[src/rtl/flash_write_sched.sv]
// Multi-page flash write scheduler: splits a byte transfer on 256 B page boundaries and issues
// one page-program request per chunk. Define FLASH_SCHED_ERASE_EN to erase each new 4 KB sector.
module flash_write_sched #(
    parameter int unsigned ADDR_W         = 32,
    parameter int unsigned LEN_W          = 16,
    parameter int unsigned GAP_CYCLES     = 50,
    parameter int unsigned TIMEOUT_CYCLES = 100000
) (
    input  logic              system_clk,
    input  logic              system_reset_n,
    input  logic              start,
    input  logic [ADDR_W-1:0] start_addr,
    input  logic [LEN_W-1:0]  total_len,
    output logic              busy,
    output logic              done,
    output logic              err,
    output logic              pp_key,
    output logic [ADDR_W-1:0] pp_addr,
    output logic [7:0]        pp_num,
    input  logic              pp_done,
    output logic              se_key,
    output logic [ADDR_W-1:0] se_addr,
    input  logic              se_done
);

    localparam int unsigned GapW  = (GAP_CYCLES > 1) ? $clog2(GAP_CYCLES) : 1;
    localparam int unsigned WaitW = (TIMEOUT_CYCLES > 1) ? $clog2(TIMEOUT_CYCLES) : 1;

    typedef enum logic [2:0] {
        StIdle,
        StPpIssue,
        StPpWait,
        StGap,
        StFinish
`ifdef FLASH_SCHED_ERASE_EN
        ,
        StSeIssue,
        StSeWait
`endif
    } state_e;

    state_e            state_q;
    logic [ADDR_W-1:0] cur_q;
    logic [LEN_W-1:0]  rem_q;
    logic [GapW-1:0]   gap_q;
    logic [WaitW-1:0]  wait_q;

    // Chunk size minus one: bytes left in the current page, capped by the remaining length.
    function automatic logic [7:0] chunk_num(input logic [7:0] offs, input logic [LEN_W-1:0] len);
        logic [8:0] room;
        logic [8:0] chunk;
        room = 9'd256 - {1'b0, offs};
        if (len < LEN_W'(room)) begin
            chunk = len[8:0];
        end else begin
            chunk = room;
        end
        chunk = chunk - 9'd1;
        return chunk[7:0];
    endfunction

    logic [7:0]        num_cur;
    logic [ADDR_W-1:0] cur_next;
    logic [LEN_W-1:0]  rem_next;

    assign num_cur  = chunk_num(cur_q[7:0], rem_q);
    // pp_num holds the in-flight chunk size minus one.
    assign cur_next = cur_q + ADDR_W'(pp_num) + ADDR_W'(1);
    assign rem_next = rem_q - LEN_W'(pp_num) - LEN_W'(1);

`ifndef FLASH_SCHED_ERASE_EN
    logic [7:0] num_start;
    assign num_start = chunk_num(start_addr[7:0], total_len);
    assign se_key  = 1'b0;
    assign se_addr = '0;
    logic unused_se_done;
    assign unused_se_done = se_done;
`endif

    always_ff @(posedge system_clk or negedge system_reset_n) begin
        if (!system_reset_n) begin
            state_q <= StIdle;
            cur_q   <= '0;
            rem_q   <= '0;
            gap_q   <= '0;
            wait_q  <= '0;
            busy    <= 1'b0;
            done    <= 1'b0;
            err     <= 1'b0;
            pp_key  <= 1'b0;
            pp_addr <= '0;
            pp_num  <= '0;
`ifdef FLASH_SCHED_ERASE_EN
            se_key  <= 1'b0;
            se_addr <= '0;
`endif
        end else begin
            done   <= 1'b0;
            err    <= 1'b0;
            pp_key <= 1'b0;
`ifdef FLASH_SCHED_ERASE_EN
            se_key <= 1'b0;
`endif
            unique case (state_q)
                StIdle: begin
                    if (start) begin
                        cur_q <= start_addr;
                        rem_q <= total_len;
                        busy  <= 1'b1;
                        if (total_len == '0) begin
                            state_q <= StFinish;
                        end else begin
`ifdef FLASH_SCHED_ERASE_EN
                            state_q <= StSeIssue;
                            se_key  <= 1'b1;
                            se_addr <= {start_addr[ADDR_W-1:12], 12'h000};
`else
                            state_q <= StPpIssue;
                            pp_key  <= 1'b1;
                            pp_addr <= start_addr;
                            pp_num  <= num_start;
`endif
                        end
                    end
                end
                StPpIssue: begin
                    state_q <= StPpWait;
                    wait_q  <= '0;
                end
                StPpWait: begin
                    // Completion takes priority over a timeout expiring in the same cycle.
                    if (pp_done) begin
                        cur_q <= cur_next;
                        rem_q <= rem_next;
                        gap_q <= '0;
                        if (rem_next == '0) begin
                            state_q <= StFinish;
                        end else begin
                            state_q <= StGap;
                        end
                    end else if (wait_q == WaitW'(TIMEOUT_CYCLES - 1)) begin
                        done    <= 1'b1;
                        err     <= 1'b1;
                        busy    <= 1'b0;
                        state_q <= StIdle;
                    end else begin
                        wait_q <= wait_q + WaitW'(1);
                    end
                end
                StGap: begin
                    if (gap_q == GapW'(GAP_CYCLES - 1)) begin
`ifdef FLASH_SCHED_ERASE_EN
                        if (cur_q[11:0] == 12'h000) begin
                            state_q <= StSeIssue;
                            se_key  <= 1'b1;
                            se_addr <= {cur_q[ADDR_W-1:12], 12'h000};
                        end else begin
                            state_q <= StPpIssue;
                            pp_key  <= 1'b1;
                            pp_addr <= cur_q;
                            pp_num  <= num_cur;
                        end
`else
                        state_q <= StPpIssue;
                        pp_key  <= 1'b1;
                        pp_addr <= cur_q;
                        pp_num  <= num_cur;
`endif
                    end else begin
                        gap_q <= gap_q + GapW'(1);
                    end
                end
`ifdef FLASH_SCHED_ERASE_EN
                StSeIssue: begin
                    state_q <= StSeWait;
                    wait_q  <= '0;
                end
                StSeWait: begin
                    if (se_done) begin
                        state_q <= StPpIssue;
                        pp_key  <= 1'b1;
                        pp_addr <= cur_q;
                        pp_num  <= num_cur;
                    end else if (wait_q == WaitW'(TIMEOUT_CYCLES - 1)) begin
                        done    <= 1'b1;
                        err     <= 1'b1;
                        busy    <= 1'b0;
                        state_q <= StIdle;
                    end else begin
                        wait_q <= wait_q + WaitW'(1);
                    end
                end
`endif
                StFinish: begin
                    done    <= 1'b1;
                    busy    <= 1'b0;
                    state_q <= StIdle;
                end
                default: begin
                    state_q <= StIdle;
                end
            endcase
        end
    end

endmodule
[config.mk]
export PLATFORM = sky130hd
export DESIGN_NAME = flash_write_sched
export DESIGN_NICKNAME = d
export VERILOG_FILES = /design/src/rtl/flash_write_sched.sv
export SDC_FILE = /design/constraint.sdc
export NUM_CORES = 1
export LEC_CHECK = 0
export ABC_AREA = 1
export CORE_AREA = 2 2 158 160
export DETAILED_ROUTE_END_ITERATION = 7
export DIE_AREA = 0 0 160 162
export PLACE_DENSITY = 0.66
export SLEW_MARGIN = 15
export SYNTH_ARGS = -nofsm -noshare
export SYNTH_HDL_FRONTEND = slang
export SYNTH_SLANG_ARGS = --single-unit
[constraint.sdc]
create_clock -name system_clk -period 5 [get_ports system_clk]
set_input_delay 0.75 -clock system_clk [delete_from_list [all_inputs] [get_ports system_clk]]
set_output_delay 0.75 -clock system_clk [all_outputs]
set_load 0.01 [all_outputs]
==> impl_results.md, run 1 <==
* CP max stage cell: clkdlybuf4s50_1
* Placed cells at 1559
* GRT overflow at 0
* CP peak stage delay at 0.60 ns
* Largest net degree at the start of global routing at 78
* Synth unique cells at 49
* R2R cell count at 9
* Worst Tran Pin Value at 0.884 ns
* Detailed Place HPWL at 17100 microns
* WL/cell at 14.7 microns
* Commonest non-fill, non-tap cell in the layout: nand2_1
* Yosys warns at 0
* Antenna viol nets, final at 0
* # rows at 57
* Max_cap viols at 0
* Fin nets at 1345
* Fin Hold WS at 0.191 ns
* F_max at 272 MHz
* Initial Util at around a third
* Area Overhead vs Synth at 21.1%
* Htree depth at 4
* Post-CTS setup buffers at 0
* Die H at 162 microns
* Max Buffers Root-to-Sink at 2
* Final period util at 73.5%
* Slew headroom at 41.1%
* CTS tree: done
* Yosys reg bits at between 100 and 150
* Vias at 7993
* Avg Cell Area, Syn at 7.14 sq um
* Tmin final at approximately 3.7 ns
* Cell area after synthesis at 8360 sq um
* Final WL at 23300 microns
* Post-synth EDFFs at 0
* Reg clk slew, reported paths at roughly 0.060 ns
* Post-Syn Instances at 1171
* Crit Path Category: input port to flip-flop
* Leakage power at 0.00468 uW
* RSZ-0062 raised after global routing: false
* Layout Cells excl Fill at 1591
* P per Cell Area at between 600 and 700 nW/um^2
* Critical Path End Type: flip-flop
* Clock latency at the later pin of the worst-skew pair at 0.43 ns
* Crit path max fanout at 9
* Hold Path Class: input port to async pin
* Sequential share of the synthesized area at 35.3%
* Residual DRC count at 0
* CTS buffer count at 17
* Vias in the first global route at 7572
* Root buf cell: clkbuf_16
* Post_cts resized at 0
* Max IR drop VDD at 0.000244 V
* Crit path from: start_addr[0]
* Fin. Hold Viols at 0
* Async set-reset flop share out of synthesis at 100%
* Final Max Tran Viols at 0
* Clock Skew at 0.0115 ns
* First-pass GRT wire length at around 38000 microns
* CTS sink cnt at 118
* GPL Wtd Cong at ~0.9
* Number of I/O port buffers at 95
* Die area at 25900 sq um
* Die width at 160 microns
* Core ar. at 24100 sq um
* Via-to-Cell Ratio at between 5 and 6
* Worst r2r src: state_q[2]$_DFFE_PN0P_
* N_diodes at 0
* Layout fillers at 2511
* Critical Path Source Type: input port
* Required time of the critical path at 5.35 ns
* GR Util All Layers at 18.3%
* Detailed Route Iter0 Violations at around 630
* Commonest cells after routing, fill and taps aside: 265 x nand2_1, 140 x inv_1, 118 x dfrtp_1, 108 x nor2_1, 94 x clkdlybuf4s50_1
* IO Pins at 130
* Predominant post-synthesis flop cell: dfrtp_1
* Share of cells above drive strength 1 at roughly 6.8%
* Critical path arrival at 4.02 ns
* Status: finished clean
* Setup TNS at 0 ns
* DRT Pass-1 Iters at 5
* Setup violations, final at 0
* Initial antenna violation count at 0
* Cts hold-fix bufs at 0
[final timing paths]
path / to / slack [ns]
worst max-delay path: pp_num[6]$_DFFE_PN0P_ / 1.33
worst min-delay path: pp_addr[4]$_DFFE_PN0P_ / 0.19
worst max register to register: rem_q[6]$_DFFE_PN0P_ / 1.69
worst min register to register: wait_q[0]$_DFFE_PN0P_ / 0.50
max in group asynchronous: wait_q[5]$_DFFE_PN0P_ / 3.65
min in group system_clk: wait_q[0]$_DFFE_PN0P_ / 0.50
[where the power goes]
group	leakage (uW)	switching, uW	internal (uW)	total, uW
Combinational	0.00295	2270	1420	3690
Clock	0.000297	525	757	1280
Sequential	0.00144	423	1370	1790
[critical path: cells and delay by family]
| family | cells | cell delay [ns] |
|---|---|---|
| xor+xnor | 1 | 0.23 |
| compound gates | 1 | 0.10 |
| simple gates | 16 | 1.35 |
| buf+inv | 5 | 0.89 |
| fa+ha+maj | 3 | 0.73 |
[cell usage after synthesis (3+ instances only)]
library cell | number | area share (%)
o211ai_1 | 18 | 1.6
and3_1 | 3 | 0.22
o22ai_1 | 14 | 1.0
buf_4 | 34 | 3.1
buf_2 | 3 | 0.18
nand4_1 | 13 | 0.97
o21ai_0 | 85 | 5.1
dfrtp_1 | 118 | 35
nand2_2 | 16 | 1.2
ha_1 | 36 | 5.4
nand3_1 | 77 | 4.6
xnor2_1 | 5 | 0.52
nor3_1 | 23 | 1.4
o21a_1 | 6 | 0.54
a31oi_1 | 37 | 2.8
nand2_4 | 3 | 0.40
nand2_1 | 266 | 12
o21ai_1 | 3 | 0.18
inv_2 | 5 | 0.22
xor2_1 | 23 | 2.4
nor2_1 | 108 | 4.9
nor3_2 | 3 | 0.36
a21oi_1 | 57 | 3.4
clkbuf_1 | 28 | 1.3
nor4_1 | 7 | 0.52
nor2_2 | 5 | 0.37
inv_1 | 140 | 6.3
buf_1 | 5 | 0.22
[routing by layer]
layer	wire length, microns	vias up	track usage, %
met1	11100	3749	25.3
met4	190	0	4.10
met3	1360	16	3.73
met2	10700	236	29.6
met5	0	-	0
li1	-	3992	-
[metrics by stage]
step	worst slack (ns)	cell area [sq um]	util, %	total power (uW)
detailed placement	0.930	9510	39.4	5470
global placement	0.943	9510	39.4	5390
CTS	1.36	10100	42.0	6790
finish	1.33	10100	42.0	6770
floorplan	1.87	8480	-	4330
global route	1.00	10100	42.0	7400
[sequential cells by signal, indices dropped and copies added, names as in the netlist]
signal	cells
done	1
pp_num	8
pp_key	1
rem_q	16
gap_q	6
wait_q	17
state_q	3
cur_q	32
pp_addr	32
busy	1
err	1
[logic make-up after synthesis]
group,synth area share (%)
AND/OR/NAND/NOR,28.5
AO/OA/AOI/OAI,16.1
buffers and inverters,11.2
flip-flops,35.3
adder cells (fa/ha/maj),5.87
XOR/XNOR,2.93
other,0.0449
[area by class of cell]
type                    count  area (sq um)  area share, %
clock buffers              17           425           4.21
clock inverters            15           183           1.81
inverters                 145           544           5.38
well taps                 324           405           4.01
flip-flops and latches    118          2950           29.2
multi-input cells         870          4600           45.5
repair buffers            102          1000           9.90
No activity file was read; power rests on OpenSTA's default activity.
==> run 2: changes to the inputs <==
Clock period 5 ns to 3.5 ns, I/O delays scaled along.
==> run 2 against run 1 <==
Final cell count is 1.1% higher. Hold slack worse by 0.012 ns. Non-clock buffer count is 18 higher. Routed wire length is 2.7% higher. Count of clock-buffer cells in the layout is 5 higher. Sequential power is 44% higher. Critical endpoint is now pp_num[4]$_DFFE_PN0P_. Largest cell class unchanged.
==> impl_results.md, run 2 (synthesis results as in run 1) <==
* Post-route cell area at 10300 sq um (was 10100 sq um)
* R2R Path End: pp_num[4]$_DFFE_PN0P_ (was rem_q[6]$_DFFE_PN0P_)
* Cell mode on critical path: nand2_1
* Area Overhead vs Synth at 22.8% (was 21.1%)
* GPL Wtd Cong at 0.852 (was 0.912)
* Switch Pwr at 4590 uW (was 3220 uW)
* Max IR drop VDD at 0.000425 V (was 0.000244 V)
* P_int at 5160 uW (was 3550 uW)
* Die area at 25900 sq um (unchanged)
* Die H at 162 microns (unchanged)
* Detailed Place HPWL at 17600 microns (was 17100 microns)
* Sequential share of power at 26.5% (about the same)
* Reg2Reg Setup Slack at 0.34 ns (was 1.69 ns)
* Post-CTS setup buffers at 0 (unchanged)
* Max_cap viols at 0 (unchanged)
* Biggest regs: cur_q x32, pp_addr x32, wait_q x17 (unchanged)
* Fin. Hold Viols at 0 (unchanged)
* Largest net degree at the start of global routing at 62 (was 78)
* Worst Tran Pin Value at 0.922 ns (was 0.884 ns)
* IO Pins at 130 (unchanged)
* Antenna viol nets, final at 0 (unchanged)
* Critical Path Source Type: flip-flop (was input port)
* Post_cts resized at 0 (unchanged)
* Clock latency at the later pin of the worst-skew pair at 0.42 ns (was 0.43 ns)
* Reg clk slew, reported paths at 0.06 ns (about the same)
* Final Max Tran Viols at 0 (unchanged)
* Hold Path Class: input port to async pin (unchanged)
* CTS sink cnt at 118 (unchanged)
* GR Util All Layers at 19.1% (was 18.3%)
* Vias in the first global route at 7966 (was 7572)
* RSZ-0062 raised after global routing: false (unchanged)
* CTS tree: done (unchanged)
* CP max stage cell: dfrtp_1 (was clkdlybuf4s50_1)
* CP peak stage delay at 0.42 ns (was 0.60 ns)
* Fin nets at 1363 (was 1345)
* Crit Path Category: flip-flop to flip-flop (was input port to flip-flop)
* Final WL at 24000 microns (was 23300 microns)
* P per Cell Area at 950 nW/um^2 (was 669 nW/um^2)
* Switch share at 47.1% (was 47.6%)
* Initial Util at 34.7% (unchanged)
* Crit path max fanout at 9 (unchanged)
* Leakage power at 0.00476 uW (was 0.00468 uW)
* Via-to-Cell Ratio at 5.04 (was 5.02)
* R2R cell count at 23 (was 9)
* Share of cells above drive strength 1 at 7.94% (was 6.79%)
* DRT Pass-1 Iters at 5 (unchanged)
* Post-placement cell area at 9670 sq um (was 9510 sq um)
* Cts hold-fix bufs at 0 (unchanged)
* Critical Path End Type: flip-flop (unchanged)
* Commonest non-fill, non-tap cell in the layout: nand2_1 (unchanged)
* Vias at 8106 (was 7993)
* Worst r2r src: cur_q[0]$_DFFE_PN0P_ (was state_q[2]$_DFFE_PN0P_)
* Placed cells at 1577 (was 1559)
* Max Buffers Root-to-Sink at 2 (unchanged)
* Root buf cell: clkbuf_16 (unchanged)
* Core ar. at 24100 sq um (unchanged)
* Clock power share at 18.3% (was 19.0%)
* GRT overflow at 0 (unchanged)
* Detailed Route Iter0 Violations at 546 (was 627)
* N_diodes at 0 (unchanged)
* Initial antenna violation count at 0 (unchanged)
* Layout Cells excl Fill at 1609 (was 1591)
* Required time of the critical path at 3.81 ns (was 5.35 ns)
* Critical path arrival at 3.47 ns (was 4.02 ns)
* Tmin final at 3.16 ns
* Fin Hold WS at 0.179 ns (was 0.191 ns)
* Die width at 160 microns (unchanged)
* Worst path cell trace: inv_1 -> ha_1 -> nand3_1 -> inv_1 -> nand2_1 -> xor2_1 -> ha_1 -> nand2_1 -> inv_1 -> nand2_1 -> inv_1 -> nand2_1 -> nand2_1 -> nand2_2 -> nand2_4 -> nand2_1 -> nand3_1 -> nand2_2 -> ha_1 -> nand2_2 -> inv_2 -> a21oi_1 -> o21a_1
* CTS buffer count at 17 (unchanged)
* Crit path from: cur_q[0]$_DFFE_PN0P_ (was start_addr[0])
* Clock Skew at 0.00745 ns (was 0.0115 ns)
* Setup violations, final at 0 (unchanged)
* F_max at 317 MHz
* Commonest cells after routing, fill and taps aside: 265 x nand2_1, 140 x inv_1, 118 x dfrtp_1, 108 x nor2_1, 94 x clkdlybuf4s50_1 (unchanged)
* Overall power at 9750 uW (was 6770 uW)
* Setup TNS at 0 ns (unchanged)
* # rows at 57 (unchanged)
* Final period util at around nine tenths
* First-pass GRT wire length at 39900 microns (was 38200 microns)
* Htree depth at 4 (unchanged)
* Status: finished clean (unchanged)
* WL/cell at 14.9 microns (was 14.7 microns)
* Combinational share of power at 55.2% (was 54.6%)
* Residual DRC count at 0 (unchanged)
* Number of I/O port buffers at 95 (unchanged)
* Slew headroom at 38.4% (was 41.1%)
## run 2: cell count changes in the layout (fill, tap and decap cells not counted), moves of 3 or more
cell	change
buf_4	+16
clkbuf_8	+3
inv_8	-4
inv_6	-3
clkinvlp_4	+4
clkinv_4	-3
## run 2: worst max-delay path by stage
stage               slack [ns]                    end  depth (start not counted)
global placement          0.02  pp_num[4]$_DFFE_PN0P_                         24
floorplan                 0.60  pp_num[4]$_DFFE_PN0P_                         24
CTS                       0.33  pp_num[4]$_DFFE_PN0P_                         23
detailed placement       -0.02  pp_num[4]$_DFFE_PN0P_                         24
global route              0.06  pp_num[4]$_DFFE_PN0P_                         23
finish                    0.34  pp_num[4]$_DFFE_PN0P_                         23
## run 2: area by class of cell
| cell class | instances | area (sq um) |
|---|---|---|
| fillers | 2505 | 13800 |
| multi-input cells | 870 | 4600 |
| inverters | 145 | 544 |
| well taps | 324 | 405 |
| flip-flops and latches | 118 | 2950 |
| clock inverters | 10 | 120 |
| clock buffers | 22 | 474 |
| repair buffers | 120 | 1160 |
## run 2: per-stage QoR
step           utilization, %  setup WS (ns)
2_1_floorplan               -          0.600
3_3_place_gp             40.1         0.0230
3_5_place_dp             40.1        -0.0228
4_1_cts                  42.6          0.334
5_1_grt                  42.6         0.0572
6_report                 42.6          0.342
## run 2: per-layer routing
| layer | track usage [%] | vias up | share of wire, % |
|---|---|---|---|
| li1 | - | 4028 | - |
| met2 | 31.0 | 217 | 46 |
| met3 | 4.42 | 29 | 5.3 |
| met5 | 0 | - | 0 |
| met4 | 4.87 | 0 | 1.6 |
| met1 | 25.8 | 3832 | 47 |
## run 2: power by group through the flow
stage	logic, uW	registers, uW	clock network (uW)
after floorplan	3660	2520	0
after global placement	5220	2570	0
after detailed placement	5330	2590	0
after CTS	5380	2570	1810
after global routing	6110	2660	1880
final	5380	2580	1780
## run 2: critical path: cells and delay by family, from the launching register on
kind                     cells  cell delay (ns)
AO/OA/AOI/OAI                2             0.25
XOR/XNOR                     1             0.20
adder cells (fa/ha/maj)      3             0.66
buffers and inverters        5             0.43
flip-flops                   1             0.42
AND/OR/NAND/NOR             12             1.08
